<file path="config.mk">
export PLATFORM = sky130hd
export DESIGN_NAME = forward_scoreboard_id
export DESIGN_NICKNAME = d
export VERILOG_FILES = /design/src/rtl/forward_scoreboard_id.sv
export SDC_FILE = /design/constraint.sdc
export NUM_CORES = 1
export LEC_CHECK = 0
export ABC_AREA = 1
export BUFFER_PORTS_ARGS = -buffer_cell sky130_fd_sc_hd__buf_4
export CAP_MARGIN = 0
export CORE_ASPECT_RATIO = 0.8
export CORE_MARGIN = 10
export CORE_UTILIZATION = 51
export DETAILED_ROUTE_END_ITERATION = 12
export PLACE_DENSITY = 0.88
export SLEW_MARGIN = 20
export SYNTH_ARGS = -nofsm -noshare
export SYNTH_HDL_FRONTEND = slang
export SYNTH_SLANG_ARGS = --single-unit
</file>
<file path="constraint.sdc">
create_clock -name clk -period 1.55 [get_ports clk]
set_input_delay 0.0775 -clock clk [delete_from_list [all_inputs] [get_ports clk]]
set_output_delay 0.0775 -clock clk [all_outputs]
set_load 0.01 [all_outputs]
</file>
<file path="src/rtl/forward_scoreboard_id.sv">
// ============================================================================
// Module   : forward_scoreboard_id
// Purpose  : ID-stage hazard scoreboard. Tracks the destination register of
//            every in-flight producer (slot 0 = EX, 1 = MEM, 2 = WB, ...).
//            For each register read port it chooses a forwarding source, or
//            raises a stall when the youngest matching producer cannot yet
//            supply its result.
// Ports    : clk, reset        - clock, synchronous active-high reset
//            pipe_en           - pipeline advance (0 = every slot holds)
//            id_valid, id_RegWrite, id_MemRead, id_write_addr, id_flush
//                              - description of the instruction now in ID
//            rd_en, rd_addr    - per-port read enables / packed addresses
//            fwd_sel           - per-port source (0 = regfile, k = slot k)
//            stall             - hold IF/ID and insert a bubble
//            stall_cycles      - saturating count of stalled advance cycles
// Revision : 1.0 - initial release
// ============================================================================
`default_nettype none

module forward_scoreboard_id #(
  parameter int NREAD = 2,
  parameter int DEPTH = 3,
  parameter int AW    = 5,
  parameter int CW    = 16,
  localparam int SW   = $clog2(DEPTH + 1)
) (
  input  logic                  clk,
  input  logic                  reset,
  input  logic                  pipe_en,
  input  logic                  id_valid,
  input  logic                  id_RegWrite,
  input  logic                  id_MemRead,
  input  logic [AW-1:0]         id_write_addr,
  input  logic                  id_flush,
  input  logic [NREAD-1:0]      rd_en,
  input  logic [NREAD*AW-1:0]   rd_addr,
  output logic [NREAD*SW-1:0]   fwd_sel,
  output logic                  stall,
  output logic [CW-1:0]         stall_cycles
);

  // --------------------------------------------------------------------------
  // Producer slot state
  // --------------------------------------------------------------------------
  logic [DEPTH-1:0] slot_valid;
  logic [DEPTH-1:0] slot_load;
  logic [AW-1:0]    slot_waddr [DEPTH];
  logic [DEPTH-1:0] slot_ready;

  logic [NREAD-1:0] hazard;
  logic             slot0_valid_nxt;

  // A slot can forward once its result exists: ALU results are available
  // from slot 1 on, load data only from slot 2 on. Slot 0 is still executing.
  generate
    for (genvar k = 0; k < DEPTH; k++) begin : g_ready
      if (k == 0) begin : g_ex
        assign slot_ready[k] = 1'b0;
      end else begin : g_later
        assign slot_ready[k] = ~slot_load[k] | (k >= 2);
      end
    end
  endgenerate

  // --------------------------------------------------------------------------
  // Per-port youngest-match search
  // --------------------------------------------------------------------------
  generate
    for (genvar p = 0; p < NREAD; p++) begin : g_port
      logic [AW-1:0] addr;
      logic          active;
      logic          hit;
      logic          hit_ready;
      logic [SW-1:0] hit_idx;

      assign addr   = rd_addr[p*AW +: AW];
      // $0 is hard-wired zero, so reads of it never depend on a producer.
      assign active = rd_en[p] && (addr != '0);

      // Scan oldest to youngest so the youngest match is left standing;
      // an older ready copy must never hide a younger not-ready one.
      always_comb begin
        hit       = 1'b0;
        hit_ready = 1'b0;
        hit_idx   = '0;
        for (int k = DEPTH - 1; k >= 0; k--) begin
          if (slot_valid[k] && (slot_waddr[k] == addr)) begin
            hit       = 1'b1;
            hit_ready = slot_ready[k];
            hit_idx   = SW'(k);
          end
        end
      end

      assign hazard[p] = active & hit & ~hit_ready;
      assign fwd_sel[p*SW +: SW] =
        (!reset && active && hit && hit_ready) ? hit_idx : '0;
    end
  endgenerate

  // --------------------------------------------------------------------------
  // Stall: only a live, non-squashed ID instruction can be held. Reset drops
  // it immediately so a reset issued mid-stall releases the front end.
  // --------------------------------------------------------------------------
  assign stall = ~reset & id_valid & ~id_flush & (|hazard);

  // A stalled or squashed ID instruction enters EX as a bubble; writes to
  // $0 are never tracked because nothing can depend on them.
  assign slot0_valid_nxt = id_valid & id_RegWrite & ~id_flush & ~stall &
                           (id_write_addr != '0);

  // --------------------------------------------------------------------------
  // Slot shift register and stall counter
  // --------------------------------------------------------------------------
  always_ff @(posedge clk) begin
    if (reset) begin
      slot_valid   <= '0;
      slot_load    <= '0;
      for (int k = 0; k < DEPTH; k++) begin
        slot_waddr[k] <= '0;
      end
      stall_cycles <= '0;
    end else begin
      if (pipe_en) begin
        slot_valid    <= {slot_valid[DEPTH-2:0], slot0_valid_nxt};
        slot_load     <= {slot_load[DEPTH-2:0], id_MemRead};
        slot_waddr[0] <= id_write_addr;
        for (int k = 1; k < DEPTH; k++) begin
          slot_waddr[k] <= slot_waddr[k-1];
        end
      end
      // Only cycles in which the pipe actually advanced with a bubble count.
      if (stall && pipe_en && (stall_cycles != '1)) begin
        stall_cycles <= stall_cycles + CW'(1);
      end
    end
  end

endmodule

`default_nettype wire

</file>
==> PnR_summary.wiki <==
{| class="wikitable"
! Metric !! Value
|-
| Synthesized flop and latch total || 36
|-
| Share of the synthesized area in compound gates (AO/OA/AOI/OAI) || 7.61%
|-
| Series of cell instances along the critical path || nand2_1 -> o21ai_0 -> nor2_1 -> nand3_2 -> buf_4 -> nand3_2 -> nand3_1 -> or3_4 -> inv_2 -> buf_6
|-
| Area occupied by registers || between 800 and 900 um^2
|-
| Basic-gate share of the synthesized area counting and, or, nand and nor cells || between 40 and 50%
|-
| Run status || complete, but fails checks
|-
| Maximum number of pins on one net before global-route repair || 19
|-
| Worst clock skew || ~0.0086 ns
|-
| Routability cong. || around 0.90
|-
| Core Rows || 22
|-
| Slowest cell on the critical path || edfxtp_1
|-
| Largest driver fanout on the critical path || 3
|-
| Synthesized net count || a little over 400
|-
| Worst slack at placement || -0.312 ns
|-
| Number of max-cap violations || 0
|-
| Die width || approximately 99 um
|-
| Top cell type by total area after synthesis || edfxtp_1
|-
| Stages on the worst setup path || 10
|-
| Total iterations of the first detailed-routing run || 6
|-
| Detailed-route wire length per cell || between 15 and 20 um
|-
| Finished Cell Area || about 3700 um^2
|-
| Post-synthesis instance area || around 2500 um^2
|-
| Cell mode on critical path || nand3_2
|-
| CTS buffer count || 5
|-
| Logic depth of the worst register-to-register path || 13
|-
| Launching point of the worst reg2reg path || slot_waddr[0][1]
|-
| Final design utilization || between 70% and 80%
|-
| Total of warnings raised by yosys || 0
|-
| Fill cell instance count of the final layout || 312
|-
| Final period demand of the worst path || 2.12 ns
|-
| Transition time of the tightest slew-check pin || 0.290 ns
|-
| Root buffer cell || clkbuf_8
|-
| Crit. End Element || output port
|-
| Setup repair after global routing missed its margin || true
|-
| Average instance area after synthesis || ~6.6 um^2
|-
| Area share of the leading cell type in the synthesized netlist || ~18%
|-
| Power density of the placed cells || 611 nW/um^2
|-
| R2R setup slack || -0.47 ns
|-
| Clock transition at the register clock pins on the worst setup and hold paths after CTS || 0.08 ns
|-
| Synth Area in XOR/XNOR || less than 1%
|-
| Number of failing hold endpoints at the final stage || 0
|-
| Share of the clock period used by the worst path || 137%
|-
| Crit path setup slack, layout || -0.575 ns
|-
| Portion of netlist area occupied by mux cells || 0%
|-
| First-pass GRT wire length || ~14,000 um
|-
| Number of design rule violations left after detail routing || 0
|-
| Number of H-tree levels || 2
|-
| Vertical die dimension || 83.2 um
|-
| Commonest cells after routing, fill and taps aside || buf_4 (96), nand2_1 (95), inv_1 (59), nor2_1 (59)
|-
| VDD IR-drop max || a little over 0.6 mV
|-
| Class of the tightest hold or removal check || in -> reg
|-
| Area Growth Syn to Fin || 44.8%
|-
| Post-layout nets || 517
|-
| Core region area || around 4700 um^2
|-
| Via count of the first global-routing pass || 3,019
|-
| Number of buffer and inverter instances along the worst setup path || 3
|-
| Synth Instances || 384
|-
| Category of the most critical setup path || reg -> out
|-
| Number of distinct library cell variants in the gate-level netlist after synthesis || 34
|-
| Post-DR vias/cell || roughly 5.4
|-
| Violated checks || negative setup slack
|-
| Initial antenna violation count || 0
|-
| Fraction of layout cells with a size suffix above 1 || a little under two fifths
|-
| Adder and majority cell fraction of the synthesized area || 0.491%
|-
| Static leakage power || roughly 1.9 nW
|-
| Clock Path Buffers || 2
|-
| Starting DRC count in detailed routing || about 340
|-
| Number of pins with negative max-slew slack in the final report || 0
|-
| Portion of the post-synthesis area used by sequential elements || about a third
|-
| Count of buffers from port buffering || 44
|-
| ANT cells || 0
|-
| Antenna viol nets, final || 0
|-
| Worst-skew pair later-pin latency || ~0.30 ns
|-
| Die outline area || 8240 um^2
|-
| Terminus of the critical flop-to-flop path || stall_cycles[1]
|-
| Effective utilization at floorplan || between 50% and 60%
|-
| Post-DP HPWL || 6220 um
|-
| Maximum cell stage delay along the critical path || around 0.42 ns
|-
| Commonest non-fill, non-tap cell in the layout || buf_4
|-
| Placement-stage cell area || about 3300 um^2
|-
| Number of clock sinks || 36
|-
| Clock tree from TritonCTS || done
|-
| Required time worst endpoint || between 1 and 1.5 ns
|-
| Data arrival at the endpoint of the critical path || roughly 2.1 ns
|-
| Largest delay share family, worst path || simple AND/OR/NAND/NOR gates
|-
| Multi-input gate area in the final layout || 1500 um^2
|-
| Total I/O pin count || 45
|-
| Critical path startpoint category || flip-flop
|-
| Final-report setup violation count || 22
|-
| Main combinational cell family by area after synthesis || simple AND/OR/NAND/NOR gates
|-
| Worst rel slew slack || about four fifths
|-
| GRT Resource Usage Total || between 20 and 25%
|-
| Biggest area contributors in the synthesized netlist || edfxtp_1 (18%), dfxtp_1 (17%), nand2_1 (15%)
|-
| Vias || approximately 3,000
|-
| Highest attainable clock frequency || ~470 MHz
|-
| Crit path capture || fwd_sel[1]
|-
| Residual overflow from global routing || 0
|-
| Final WL || ~8800 um
|-
| Timing startpoint of the critical path || slot_waddr[0][11]
|}
cell families (layout without fill, tap and decap cells):
kind of cell | count (synthesis) | count (layout)
simple gates | 231 | 231
fa+ha+maj | 1 | 1
buf+inv | 84 | 193
compound gates | 30 | 30
flops | 36 | 36
xor+xnor | 2 | 2
layer usage:
metal	track usage [%]	wire, um	vias up
met5	0	0	-
met4	5.43	116	0
met3	5.13	963	15
met2	32.8	4140	185
met1	25.8	3550	1384
li1	-	-	1421
area by class of cell:
cell class	count	share of cell area, %
Inverter	79	8.04
Clock buffer	6	1.97
Timing Repair Buffer	106	22.7
Clock inverter	2	0.950
Sequential cell	36	23.7
Tap cell	60	2.04
Multi-Input combinational cell	264	40.6
power by group:
| part | internal, mW | leakage, nW | switching, mW |
|---|---|---|---|
| sequential | 1.02 | 0.336 | 0.0270 |
| clock | 0.478 | 0.0552 | 0.362 |
| combinational | 0.154 | 1.50 | 0.214 |
| total | 1.65 | 1.89 | 0.603 |
synth_stat cells (all sizes together):
master / count
a21oi: 4
a22oi: 2
and3: 1
buf: 3
clkbuf: 2
clkinv: 1
dfxtp: 21
edfxtp: 15
ha: 1
inv: 78
nand2: 105
nand3: 23
nand4: 19
nor2: 70
nor3: 8
nor3b: 2
o2111ai: 1
o21ai: 10
o21bai: 12
o22ai: 1
or2: 1
or3: 2
xor2: 2
sequential cells by signal, indices dropped and copies added, names as in the netlist:
name,flops
slot_load,2
slot_waddr,15
stall_cycles,16
slot_valid,3
through the flow:
stage	TNS [ns]	instances	power, mW	hold slack (ns)
final	-9.12	553	2.25	0.0607
after global routing	-12.18	553	2.33	0.0620
after CTS	-7.91	549	2.22	0.0730
after detailed placement	-5.51	531	1.39	0.302
after global placement	-4.05	531	1.38	0.289
after floorplan	-0.403	384	1.23	0.190
worst min-delay path, delay by kind of cell:
kind            cells  cell delay (ns)
compound gates      2             0.13
buf+inv             1             0.11
worst min path at each step:
stage,start,endpoint,cells after the start
CTS,id_RegWrite,slot_valid[0],3
finish,id_RegWrite,slot_valid[0],3
detailed placement,id_MemRead,slot_load[0],3
global placement,id_MemRead,slot_load[0],3
global route,id_RegWrite,slot_valid[0],3
floorplan,id_MemRead,slot_load[0],2
timing repair:
action / 4_1_cts / 5_1_grt
pin swaps: 26 / 10
setup buffers: 9 / 4
endpoints found under the hold margin: 1 / 0
hold buffers: 1 / 0
endpoints found under the setup margin: 22 / 22
gates resized for setup: 25 / 17
Note: power is estimated with default switching activity, not from simulation.
